File: config.mk
export PLATFORM = sky130hd
export DESIGN_NAME = top_level
export DESIGN_NICKNAME = d
export VERILOG_FILES = /design/src/rtl/decrypt_pkg.sv /design/src/rtl/data_mem.sv /design/src/rtl/top_level.sv
export SDC_FILE = /design/constraint.sdc
export NUM_CORES = 1
export LEC_CHECK = 0
export BUFFER_PORTS_ARGS = -buffer_cell sky130_fd_sc_hd__buf_2
export CAP_MARGIN = 25
export CORE_MARGIN = 4
export CORE_UTILIZATION = 57
export DETAILED_ROUTE_END_ITERATION = 7
export GPL_TIMING_DRIVEN = 0
export PLACE_DENSITY_LB_ADDON = 0.15
export SYNTH_ARGS = -nofsm -noshare
export SYNTH_HDL_FRONTEND = slang
export SYNTH_SLANG_ARGS = --single-unit
File: constraint.sdc
create_clock -name Clk -period 5.15 [get_ports Clk]
set_input_delay 0 -clock Clk [delete_from_list [all_inputs] [get_ports Clk]]
set_output_delay 0 -clock Clk [all_outputs]
set_load 0.005 [all_outputs]
File: src/rtl/decrypt_pkg.sv
// Shared constants, FSM state encoding and LFSR step for the message-decryption engine.
package decrypt_pkg;

    localparam int MSG_BASE = 64;
    localparam int OUT_LEN  = 54;
    localparam int PRE_MIN  = 10;
    localparam int NUM_TAPS = 9;

    // Candidate feedback patterns, tried in this order during the tap search.
    localparam logic [6:0] TAP_TABLE [0:NUM_TAPS-1] = '{
        7'h60, 7'h48, 7'h78, 7'h72, 7'h6A, 7'h69, 7'h5C, 7'h7E, 7'h7B
    };

    typedef enum logic [2:0] {
        ST_IDLE,
        ST_SEED,
        ST_SEARCH,
        ST_SCAN,
        ST_WRITE,
        ST_DONE
    } state_t;

    function automatic logic [6:0] lfsr_next(input logic [6:0] s, input logic [6:0] taps);
        return {s[5:0], ^(s & taps)};
    endfunction

endpackage

File: src/rtl/data_mem.sv
// 256x8 data memory: combinational read port, synchronous write port, no reset.
module data_mem (
    input  logic       clk,
    input  logic       we,
    input  logic [7:0] waddr,
    input  logic [7:0] wdata,
    input  logic [7:0] raddr,
    output logic [7:0] rdata
);

    logic [7:0] core [0:255];

    always_ff @(posedge clk) begin
        if (we) core[waddr] <= wdata;
    end

    assign rdata = core[raddr];

endmodule

File: src/rtl/top_level.sv
// Decryption engine: recovers LFSR seed/taps from the padded block at DM[64..127],
// strips leading spaces and writes 54 result bytes to DM[0..53]. Optional macro: PARITY_CHECK_EN.
//
// state     | meaning
// ----------+-------------------------------------------------------------
// ST_IDLE   | waiting for Start to fall after having been high
// ST_SEED   | latch seed from DM[64]
// ST_SEARCH | try each candidate tap pattern against DM[65..73]
// ST_SCAN   | rewind to seed, skip leading plaintext spaces to find k
// ST_WRITE  | write 54 decrypted bytes starting at plain[k] into DM[0..]
// ST_DONE   | Ack high until Start rises
module top_level
    import decrypt_pkg::*;
(
    input  logic Clk,
    input  logic Reset,
    input  logic Start,
    output logic Ack
);

    state_t     state;
    logic       start_q;
    logic [6:0] seed;
    logic [6:0] lfsr;
    logic [6:0] taps;
    logic [3:0] cand;
    logic [3:0] step;
    logic [6:0] idx;
    logic [5:0] wr_addr;

    logic [7:0] rd_addr;
    logic [7:0] rd_data;
    logic       mem_we;
    logic [7:0] mem_wdata;
    logic [6:0] plain;
    logic       par_err;
    logic [6:0] lfsr_srch;
    logic [6:0] lfsr_run;

    data_mem DM (
        .clk   (Clk),
        .we    (mem_we),
        .waddr ({2'b00, wr_addr}),
        .wdata (mem_wdata),
        .raddr (rd_addr),
        .rdata (rd_data)
    );

    always_comb begin
        rd_addr = 8'(MSG_BASE);
        case (state)
            ST_SEARCH:         rd_addr = 8'(MSG_BASE) + 8'(step);
            ST_SCAN, ST_WRITE: rd_addr = 8'(MSG_BASE) + 8'(idx);
            default:           rd_addr = 8'(MSG_BASE);
        endcase
    end

`ifdef PARITY_CHECK_EN
    assign par_err = ^rd_data;
`else
    logic unused_bit7;
    assign unused_bit7 = rd_data[7];
    assign par_err     = 1'b0;
`endif

    assign plain     = rd_data[6:0] ^ lfsr;
    assign lfsr_srch = lfsr_next(lfsr, TAP_TABLE[cand]);
    assign lfsr_run  = lfsr_next(lfsr, taps);

    // Past the end of the 64-byte block the output is padded with spaces (0x00).
    assign mem_we    = (state == ST_WRITE);
    assign mem_wdata = idx[6] ? 8'h00 : {par_err, plain};

    always_ff @(posedge Clk or negedge Reset) begin
        if (!Reset) begin
            state   <= ST_IDLE;
            start_q <= 1'b0;
            seed    <= '0;
            lfsr    <= '0;
            taps    <= '0;
            cand    <= '0;
            step    <= '0;
            idx     <= '0;
            wr_addr <= '0;
            Ack     <= 1'b0;
        end else begin
            start_q <= Start;
            case (state)
                ST_IDLE: begin
                    if (!Start && start_q) state <= ST_SEED;
                end

                ST_SEED: begin
                    seed  <= rd_data[6:0];
                    lfsr  <= rd_data[6:0];
                    cand  <= '0;
                    step  <= 4'd1;
                    state <= ST_SEARCH;
                end

                ST_SEARCH: begin
                    if (rd_data[6:0] == lfsr_srch) begin
                        if (step == 4'(PRE_MIN - 1)) begin
                            taps  <= TAP_TABLE[cand];
                            lfsr  <= seed;
                            idx   <= '0;
                            state <= ST_SCAN;
                        end else begin
                            lfsr <= lfsr_srch;
                            step <= step + 4'd1;
                        end
                    end else begin
                        lfsr <= seed;
                        step <= 4'd1;
                        if (cand == 4'(NUM_TAPS - 1)) begin
                            // No candidate reproduced the pad: fall back to the first entry.
                            taps  <= TAP_TABLE[0];
                            idx   <= '0;
                            state <= ST_SCAN;
                        end else begin
                            cand <= cand + 4'd1;
                        end
                    end
                end

                ST_SCAN: begin
                    if (idx == 7'd64 || plain != 7'd0 || par_err) begin
                        wr_addr <= '0;
                        state   <= ST_WRITE;
                    end else begin
                        idx  <= idx + 7'd1;
                        lfsr <= lfsr_run;
                    end
                end

                ST_WRITE: begin
                    idx  <= idx + 7'd1;
                    lfsr <= lfsr_run;
                    if (wr_addr == 6'(OUT_LEN - 1)) begin
                        Ack   <= 1'b1;
                        state <= ST_DONE;
                    end else begin
                        wr_addr <= wr_addr + 6'd1;
                    end
                end

                ST_DONE: begin
                    if (Start && !start_q) begin
                        Ack   <= 1'b0;
                        state <= ST_IDLE;
                    end
                end

                default: state <= ST_IDLE;
            endcase
        end
    end

endmodule

# Yosys cells after proc, flatten, opt, wreduce, memory -nomap -nowiden

Memory sizes are Yosys's and may differ from the RTL's.
Index checks and enable logic that the tools add are counted.

Register bits after elaboration: 47
Bits in writable memories: 1792
Memory bits (read-only): 112
Bits of input ports: 3
Output and inout port bits: 1
Logic and storage cells: 107
Memories kept: 2

Add/sub/neg operators: 6
$lt $le $gt $ge: 1
Eq/ne operators: 22
Multiplexer cells: 38
Bitwise gates (word level): 4
Reduce and logical (&&, ||, !) cells: 24

Memories:

| name            | depth | bits a word | read ports | clocked after memory_dff | wr ports | RTL line         | source |
|---|---|---|---|---|---|---|---|
| DM.core         | 256   | 7           | 1          | 0                        | 1        | data_mem.sv:11   | `logic [7:0] core [0:255];` |
| (no name shown) | 16    | 7           | 1          | 0                        | 0        | top_level.sv:104 | `taps <= TAP_TABLE[cand];` |

Operators by type and width:

| kind                  | number |
|---|---|
| $mux W7               | 13 |
| $pmux W7 S4           | 1 |
| $mux W3               | 7 |
| $pmux W7 S3           | 1 |
| $pmux W3 S6           | 1 |
| $mux W4               | 4 |
| $ne A2 B2 Y1 const B  | 8 |
| $pmux W4 S2           | 2 |
| $pmux W8 S2           | 1 |
| $and A7 B7 Y7         | 2 |
| $reduce_xor A7 Y1     | 2 |
| $mux W6               | 2 |
| $pmux W6 S2           | 1 |
| $reduce_and A3 Y1     | 4 |
| $ne A3 B3 Y1 const B  | 3 |
| $add A4 B1 Y4 const B | 2 |
| $add A7 B4 Y8 const A | 1 |
| $add A7 B7 Y8 const A | 1 |
| $eq A4 B4 Y1 const B  | 2 |
| $reduce_bool A2 Y1    | 4 |
| $add A7 B1 Y7 const B | 1 |
| $eq A7 B7 Y1          | 1 |
| $eq A7 B7 Y1 const B  | 1 |
| $reduce_bool A7 Y1    | 1 |
| 21 further kinds      | 29 |

# Depth between registers and ports, before layout

Gate-level depths: netlist of run 1.

Depth in word-level cells: 9
Gate-level depth with buffers: 18

# By module

Synthesis of run 1 repeated with hierarchy kept, for this count alone.

Cell total of the unflattened synthesis: 4110
Area, all modules: 82588.0 µm²

By module, submodules not included:

| module    | instances | cells each | area each (µm²) |
|---|---|---|---|
| data_mem  | 1         | 3725       | 79396.1 |
| top_level | 1         | 385        | 3191.8 |

# Worst setup path after synthesis of run 1

Ideal clock, no wire load.

Kind: flip-flop to flip-flop
From: register state[2]
To: memory DM.core[0][1] in the netlist's numbering, data pin
Arrival: 4.573 ns
Path slack: 0.062 ns
Cell stages (with the launch flop): 13
Buffers on the path: 4
Period minus slack after synthesis: 5.088 ns
Path through: dfrtp_1 > nand2b_1 > buf_2 > o21ai_2 > buf_2 > buf_4 > buf_2 > mux2i_1 > o32ai_1 > nor4_1 > nand3_1 > a2111oi_0 > nor2b_1

Word-level cells in the longest chain between the ends: 6
Elaborated cells on any way between the ends: 8

Ends and longest elaborated chain:

| what                                                | RTL line        | source |
|---|---|---|
| start, declared                                     | top_level.sv:21 | `state_t state;` |
| start signal, assigned                              | top_level.sv:76 | `state <= ST_IDLE;` |
| start signal, assigned                              | top_level.sv:90 | `if (!Start && start_q) state <= ST_SEED;` |
| start signal, assigned                              | top_level.sv:98 | `state <= ST_SEARCH;` |
| $eq A3 B2 Y1 / $eq A3 B3 Y1 (equally long branches) | top_level.sv:51 | `case (state)` |
| $reduce_or A2 Y1                                    | top_level.sv:51 |  |
| $pmux W8 S2 *                                       | top_level.sv:51 |  |
| $mem_v2 Z256 W7 *                                   | -               |  |
| $xor A7 B7 Y7 *                                     | top_level.sv:66 | `assign plain = rd_data[6:0] ^ lfsr;` |
| $mux W7 *                                           | top_level.sv:72 | `assign mem_wdata = idx[6] ? 8'h00 : {par_err, plain};` |
| named net DM.wdata[1]                               | data_mem.sv:6   | `input logic [7:0] wdata,` |
| end, declared                                       | data_mem.sv:11  |  |

The timed path passes the listed nets; every way through them passes the cells marked *.

# Worst setup path after layout of run 1

From: register state[2]
To: register taps[3]

Word-level cells in the longest chain between the ends: 7
Elaborated cells on any way between the ends: 11

Ends and longest elaborated chain:

| what                                                                       | RTL line         | source |
|---|---|---|
| $eq A3 B2 Y1 / $eq A3 B3 Y1 (equally long branches)                        | top_level.sv:51  |  |
| $reduce_or A2 Y1                                                           | top_level.sv:51  |  |
| $pmux W8 S2                                                                | top_level.sv:51  |  |
| $mem_v2 Z256 W7                                                            | -                |  |
| $eq A7 B7 Y1                                                               | top_level.sv:102 | `if (rd_data[6:0] == lfsr_srch) begin` |
| $ne A2 B1 Y1 (no source line) / $reduce_bool A2 Y1 (equally long branches) | -                |  |
| $reduce_and A3 Y1 (no source line)                                         | -                |  |
| end signal, assigned                                                       | top_level.sv:104 |  |
| end signal, assigned                                                       | top_level.sv:117 | `taps <= TAP_TABLE[0];` |
| end, declared                                                              | top_level.sv:25  | `logic [6:0] taps;` |

Parallel ways exist; a longest one is shown, timed or not.
A chain may end at the register's enable or synchronous reset.

==> results of run 1 <==
logic make-up (layout without fill, tap and decap cells):
| group | Yosys count | count (layout) | share of synthesized area (%) |
|---|---|---|---|
| simple gates | 507 | 508 | 10.9 |
| xor+xnor | 22 | 22 | 0.880 |
| fa+ha+maj | 12 | 12 | 0.685 |
| buf+inv | 132 | 254 | 2.94 |
| mux | 111 | 111 | 5.16 |
| flops | 495 | 495 | 66.8 |
| compound gates | 365 | 365 | 12.7 |
through the flow:
stage,cell area (um2),hold WS [ns],instances
global route,25100,0.0945,2278
floorplan,21900,-0.296,1644
finish,25100,0.0879,2278
global placement,22600,0.139,2158
detailed placement,22800,-0.117,2172
CTS,24800,0.0687,2270
per-layer routing:
layer  up-vias  routed length [um]  share of wire (%)  global-route usage (%)
met5         -                   0                  0                       0
met4         0                5050                6.5                    18.8
met3       275               11400                 15                    12.8
met2      1350               33100                 43                    54.0
met1      7879               27800                 36                    49.3
li1       6564                   -                  -                       -
cell usage after synthesis, types with 7 or more instances:
cell type  instances  area, um2
edfxtp_1         448      13500
nor2b_1            9       56.3
a221oi_1          23        201
nand2_1          204        766
inv_1             22       82.6
a32oi_1            9       78.8
ha_1              12        150
buf_6              8       90.1
dfrtp_1           47       1180
or4_1              7       52.6
a211oi_1          43        323
nand4_1           20        125
a2111oi_0         19        166
xnor2_1           15        131
nor4_1            19        119
o2111ai_1          7       61.3
and4_1             8       70.1
nor2_1           119        447
clkbuf_1          38        143
and2_1            17        106
mux2i_1          102       1020
nand3_1           45        225
xor2_1             7       61.3
o32ai_1           15        131
nor3_1            21        105
o22ai_1           19        119
buf_2             55        275
o21ai_0           28        140
a21oi_1           65        325
o211ai_1          10       75.1
o211a_1           40        400
a311oi_1           8       70.1
a31oi_1           15       93.8
worst reg2reg max path, cell delays in order (launching register included):
cell       delay, ns
dfrtp_1         0.45
clkbuf_1        0.27
nand3b_1        0.42
a21oi_2         0.60
nand3_1         0.52
o22ai_1         0.59
a21oi_1         0.20
and4_1          0.32
nor3_1          0.22
o2111ai_2       0.26
nor2_4          0.21
mux2i_4         0.35
nor2_2          0.11
buf_6           0.18
mux2_1          0.31
cells in the final DEF, fill, tap and decap left out, types with 16 or more instances in the layout:
cell and instances:
a211oi_1 38, a21oi_1 62, a221oi_1 19, and2_1 17
buf_2 37, buf_4 19, buf_6 16, clkbuf_1 40
clkbuf_16 54, dfrtp_1 45, edfxtp_1 448, inv_1 22
mux2i_1 100, nand2_1 204, nand3_1 41, nand4_1 20
nor2_1 111, nor3_1 21, o211a_1 40, o21ai_0 27
o22ai_1 17
what timing repair did:
item                                   CTS  global route
endpoints found under the hold margin   51             0
hold buffers                             4             0
cloned                                   1             0
pin swaps                                1             4
setup endpoints to repair              216           122
buffers inserted                         1             5
gates resized for setup                 47            57
final cells by class:
cell class	instances	area, um2	area share (%)
multi-input combinational	1018	7000	27.9
inverter	22	82.6	0.329
buffer	110	661	2.63
clock inverter	24	272	1.08
clock buffer	68	1450	5.80
tap	511	639	2.55
timing repair buffer	30	345	1.38
sequential	495	14600	58.3
registers in the layout, indices dropped and copies added, names as in the netlist:
signal / count
state: 3
idx: 7
cand: 4
Ack: 1
taps: 7
wr_addr: 6
start_q: 1
step: 4
lfsr: 7
seed: 7
DM.core: 448
path summary, 6_finish.rpt:
kind                       slack [ns]       to      from
max in group asynchronous        3.83  start_q     Reset
hold reg to reg                  0.49  seed[3]   seed[3]
hold / removal                   0.09  start_q     Start
min in group asynchronous        0.47  step[1]     Reset
setup reg to reg                 0.03  taps[3]  state[2]
setup / recovery                 0.03  taps[3]  state[2]
power by group through the flow:
stage                     clock, mW  combinational (mW)  sequential (mW)
after floorplan                   0                3.19             5.84
after global placement            0                5.32             5.94
after detailed placement          0                5.83             5.83
after CTS                      3.83                5.99             5.75
after global routing           4.01                6.54             5.77
final                          3.85                6.38             5.75
==> summary.txt, run 1 <==
Synthesis
  – Seq cells post-synth: 495
  – Post-synthesis instance total: 1644
  – Asr flop ratio synth: 9.49%
  – Post-synth EDFFs: about 450
  – Synth cell types: 87
  – Synthesized area per cell: between 10 and 15 um2
  – Mapped Area: 21900 um2
  – Register area share after synthesis: 66.8%
  – Dominant synthesized flop cell: edfxtp_1
  – Synth Net Count: approximately 1700
  – Ys Warns: 0

Floorplan
  – Chip height: 204 um
  – Num ports: 4
  – Core ar.: around 38000 um2
  – Rows: 71
  – Die width: 204 um
  – Effective utilization at floorplan: roughly three fifths
  – Full die area: 41600 um2

Place
  – Dpl hpwl: 52.3 mm
  – Dpl ws: -1.20 ns
  – PortBufs: 3
  – Routability cong.: 1.05

Global routing
  – GRT Residual Overflow: 0
  – Pin count of the biggest net entering global routing: 45
  – Global-route wire length before repair: 109 mm
  – Initial antenna violation count: 0
  – Vias in the first global route: 15100
  – Total track usage: 36.8%

Routing
  – DRC: 1
  – Vias per inst: about 7
  – Initial DRC count: 2597
  – DR WL/cell: ~34 um
  – DR pass1 iterations: 8
  – Final ANT Viol Nets: 0
  – Via count: 16100
  – Total wire length: just under 80 mm

Critical path
  – CP max-delay cell: a21oi_2
  – Crit. path cell count: 14
  – CP top delay family: simple AND/OR/NAND/NOR gates
  – Crit path kind: flip-flop to flip-flop
  – Crit start category: flip-flop
  – Reg2Reg Depth: 14
  – CP Buf/Inv Count: 2
  – Crit path largest cell delay: roughly 0.59 ns
  – Sequence of cells on the critical path: clkbuf_1 -> nand3b_1 -> a21oi_2 -> nand3_1 -> o22ai_1 -> a21oi_1 -> and4_1 -> nor3_1 -> o2111ai_2 -> nor2_4 -> mux2i_4 -> nor2_2 -> buf_6 -> mux2_1
  – CP required: 5.63 ns
  – Crit end category: flip-flop
  – Worst path arrival time: approximately 5.6 ns
  – Critical path fanouts, max: 10

Clock network
  – CTS Root Cell: clkbuf_16
  – Max clock buf depth: 3
  – CTS buffer count: 50
  – Worst skew pair latency: 0.61 ns
  – TritonCTS clock tree: done
  – Clock sink count: 495
  – CTS HTree Levels: 2
  – Clock Pin Slew Worst Setup and Hold Paths: approximately 0.060 ns

STA
  – Setup_tns: 0 ns
  – Worst-Margin Slew: 1.14 ns
  – Tcrit/Tclk final: 99.4%
  – Final hold vios: 0
  – FMAX: 195 MHz
  – Final setup vio count: 0
  – Count of pins over their slew limit: 0
  – Final Skew: about 0.026 ns
  – Rel. slew slack: 24.0%
  – Setup ws final: 0.0326 ns
  – Tmin final: 5.12 ns

Final layout
  – Area delta synth->final: 14.5%
  – Layout cells sized above 1: 14.9%
  – Layout Utilization: between 60% and 70%
  – Fill count: 2706
  – Fin nets: 1742
  – Antenna Cells: 0

Power
  – Cell Pwr Density: 637 nW/um2
  – Leak Pwr: 8.60 nW
  – Sw Share: 39.9%
  – Comb pwr share: about 40%
  – Switching power: 6.37 mW
  – Power Total: 16.0 mW
  – Internal: 9.61 mW
  – Clk pwr share: 24.1%
  – Seq pwr share: 36.0%
  – Maximum vdd drop: between 0.3 and 0.4 mV

Outcome
  – Failing checks: design-rule violations
  – Outcome: finished, violations left

Run
  – Max Cap Viol: 0

Hold path
  – Hold Path Class: primary input to flip-flop
  – Worst Hold Path Cells: 2
(Power assumes the default switching activity.)
==> run 2, diff against run 1 <==
ABC_AREA = 1   (was default)
PLACE_DENSITY_LB_ADDON = 0.12   (was 0.15)
==> run 2 against run 1 <==
The run now ends clean. Register-to-register slack better by 0.72 ns. Power down 14%. Sequential cell count unchanged. Core utilization down 1.7 points. Worst setup slack better by 0.72 ns. Via count up 4.7%. Non-clock buffer count up 3. Area after synthesis down 0.17%. Global-route usage down 2.1 points. Maximum frequency up 16%. Critical endpoint is now idx[6]. Largest cell class unchanged.
==> summary.txt, run 2 <==
Place
  – Dpl hpwl: around 49 mm
  – PortBufs: 3
  – Routability cong.: 1.00

Critical path
  – Crit path kind: flip-flop to flip-flop
  – Crit path largest cell delay: about 0.76 ns
  – CP required: 5.63 ns
  – Worst path arrival time: 4.88 ns
  – Critical path fanouts, max: 10
  – Sequence of cells on the critical path: nor2_2 -> nand2_2 -> nand2_2 -> buf_6 -> inv_4 -> o22ai_2 -> inv_2 -> buf_1 -> nand3_1 -> nand3_1 -> nand3_2 -> nand2_2 -> nand2_1 -> nand2_1 -> nand2_1 -> nor2_1 -> nand2_1 -> nand2_2 -> inv_2 -> nor2_4 -> nand2_4 -> nand2_1 -> nand2_1
  – Most used cell, CP: nand2_1
  – Crit end category: flip-flop
  – CP max-delay cell: buf_1
  – Crit start category: flip-flop

Global routing
  – Global-route wire length before repair: between 100 and 150 mm
  – Total track usage: 34.7%
  – Pin count of the biggest net entering global routing: 38
  – Vias in the first global route: 15900
  – GRT Residual Overflow: 0
  – Initial antenna violation count: 0

Routing
  – DR WL/cell: approximately 27 um
  – Vias per inst: 6.34
  – Initial DRC count: 2537
  – Final ANT Viol Nets: 0
  – Total wire length: 72.3 mm
  – Via count: about 17000
  – DR pass1 iterations: 7
  – DRC: 0

STA
  – Worst-Margin Slew: between 1 and 1.5 ns
  – Final setup vio count: 0
  – RSZ-0062 raised after global routing: no
  – Tcrit/Tclk final: 85.4%
  – Final Skew: 0.0322 ns
  – Final hold vios: 0
  – Tmin final: 4.40 ns
  – Count of pins over their slew limit: 0
  – Setup_tns: 0 ns
  – FMAX: between 200 and 250 MHz
  – Rel. slew slack: 24.3%

Floorplan
  – Core ar.: 37800 um2
  – Rows: approximately 70
  – Effective utilization at floorplan: 57.9%
  – Chip height: 204 um
  – Full die area: 41600 um2
  – Num ports: 4
  – Die width: 204 um

Synthesis
  – Synth cell types: 40
  – Seq cells post-synth: 495
  – Mapped Area: 21900 um2
  – Synth Net Count: 2045
  – Post-synthesis instance total: 2030
  – Synth area leaders: edfxtp_1, nand3_1, nand2_1
  – Ys Warns: 0
  – Asr flop ratio synth: 9.49%
  – Area leader, netlist: edfxtp_1
  – Synth top area share: 61.5%
  – Post-synth EDFFs: between 400 and 500
  – Synthesized area per cell: 10.8 um2
  – Dominant synthesized flop cell: edfxtp_1
  – Synth top cells by count: nand3_1, nand2_1, edfxtp_1, nor2_1, buf_2
  – Register area share after synthesis: about 67%
  – Top-count cell post-synth: nand3_1

Final layout
  – Register Area: 14600 um2
  – Max FFs per register: about 450
  – Antenna Cells: 0
  – Most frequent cells in the layout: nand3_1, nand2_1, edfxtp_1
  – Most common cell after layout, fill and taps aside: nand3_1
  – Layout cells sized above 1: 10.4%
  – Area delta synth->final: 11.7%
  – Fin nets: 2117
  – Reg with most FFs: DM.core
  – Multi-input logic area: 6410 um2
  – Fill count: roughly 2900

Power
  – Power Total: 13.7 mW
  – Maximum vdd drop: 0.363 mV
  – Cell Pwr Density: between 500 and 600 nW/um2
  – Leak Pwr: roughly 8.9 nW

Clock network
  – Worst skew pair latency: 0.61 ns
  – Max clock buf depth: 3
  – CTS buffer count: 49
  – CTS HTree Levels: 2
  – TritonCTS clock tree: done
  – Clock Pin Slew Worst Setup and Hold Paths: 0.06 ns
  – Clock sink count: 495
  – Postcts setup bufs: 0
  – CTS Root Cell: clkbuf_16
  – Post-CTS sizing: 0

Hold path
  – Hold Path Class: primary input to flip-flop

Outcome
  – Outcome: finished clean

Run
  – Max Cap Viol: 0
==> run 2: cell count changes in the layout (fill, tap and decap cells not counted), moves of 27 or more <==
cell | previous run | this run
mux2i_1 | 100 | 0
o211a_1 | 40 | 0
a211oi_1 | 38 | 0
a21oi_1 | 62 | 3
nand2_1 | 204 | 483
nand3_1 | 41 | 631
inv_1 | 22 | 49
==> run 2: path summary, 6_finish.rpt <==
path | startpoint | end | slack [ns] | cells past startpoint
max | state[0] | idx[6] | 0.75 | 23
min | Start | start_q | 0.07 | 2
max reg2reg | state[0] | idx[6] | 0.75 | 23
min reg2reg | taps[6] | taps[6] | 0.47 | 2
max in group asynchronous | Reset | taps[4] | 3.66 | 4
min in group asynchronous | Reset | wr_addr[1] | 0.48 | 4
==> run 2: what timing repair did <==
action | in CTS | in global routing
endpoints found under the hold margin | 51 | 0
endpoints found under the setup margin | 0 | 0
hold buffers | 4 | 0
==> run 2: layer usage <==
layer,up-vias,track usage (%),routed length (um)
li1,7313,-,-
met1,8026,48.3,27000
met2,1205,51.1,31300
met3,270,8.00,9370
met4,2,19.1,4670
met5,-,1.31,69
==> run 2: final cells by class <==
| class | count | share of cell area (%) |
|---|---|---|
| repair buffers | 21 | 1.26 |
| clock inverters | 32 | 1.08 |
| clock buffers | 58 | 5.29 |
| plain buffers | 122 | 2.68 |
| well taps | 511 | 2.62 |
| inverters | 60 | 0.932 |
| multi-input cells | 1353 | 26.2 |
| flip-flops and latches | 495 | 59.9 |
==> run 2: kinds of logic after synthesis <==
logic type,count (synthesis),synth area share [%]
buffers and inverters,182,4.04
AOI/OAI and AO/OA,46,1.27
and+or+nand+nor,1273,26.2
xor gates and xnor gates,22,0.881
DFF,495,66.9
adders and majority gates,12,0.687
==> run 2: stage by stage <==
step / std cells / hold slack [ns] / cell area [um2] / utilization [%] / worst slack, ns
global placement: 2544 / 0.125 / 22500 / 59.6 / -2.43
CTS: 2648 / 0.0570 / 24400 / 64.6 / 0.925
floorplan: 2030 / -0.296 / 21900 / - / 0.921
detailed placement: 2554 / -0.0715 / 22800 / 60.4 / 0.943
global route: 2652 / 0.0903 / 24400 / 64.7 / 0.396
finish: 2652 / 0.0700 / 24400 / 64.7 / 0.752
==> run 2: where the power goes <==
| group | internal (mW) | switching, mW | leakage [nW] |
|---|---|---|---|
| logic | 1.20 | 3.48 | 3.52 |
| registers | 5.37 | 0.139 | 4.63 |
| clock network | 1.99 | 1.54 | 0.770 |
==> run 2: worst max-delay path: cells and delay by family (launching register included) <==
family	cells	cell delay (ns)
AOI/OAI and AO/OA	1	0.08
and+or+nand+nor	17	2.35
DFF	1	0.48
buffers and inverters	5	1.36
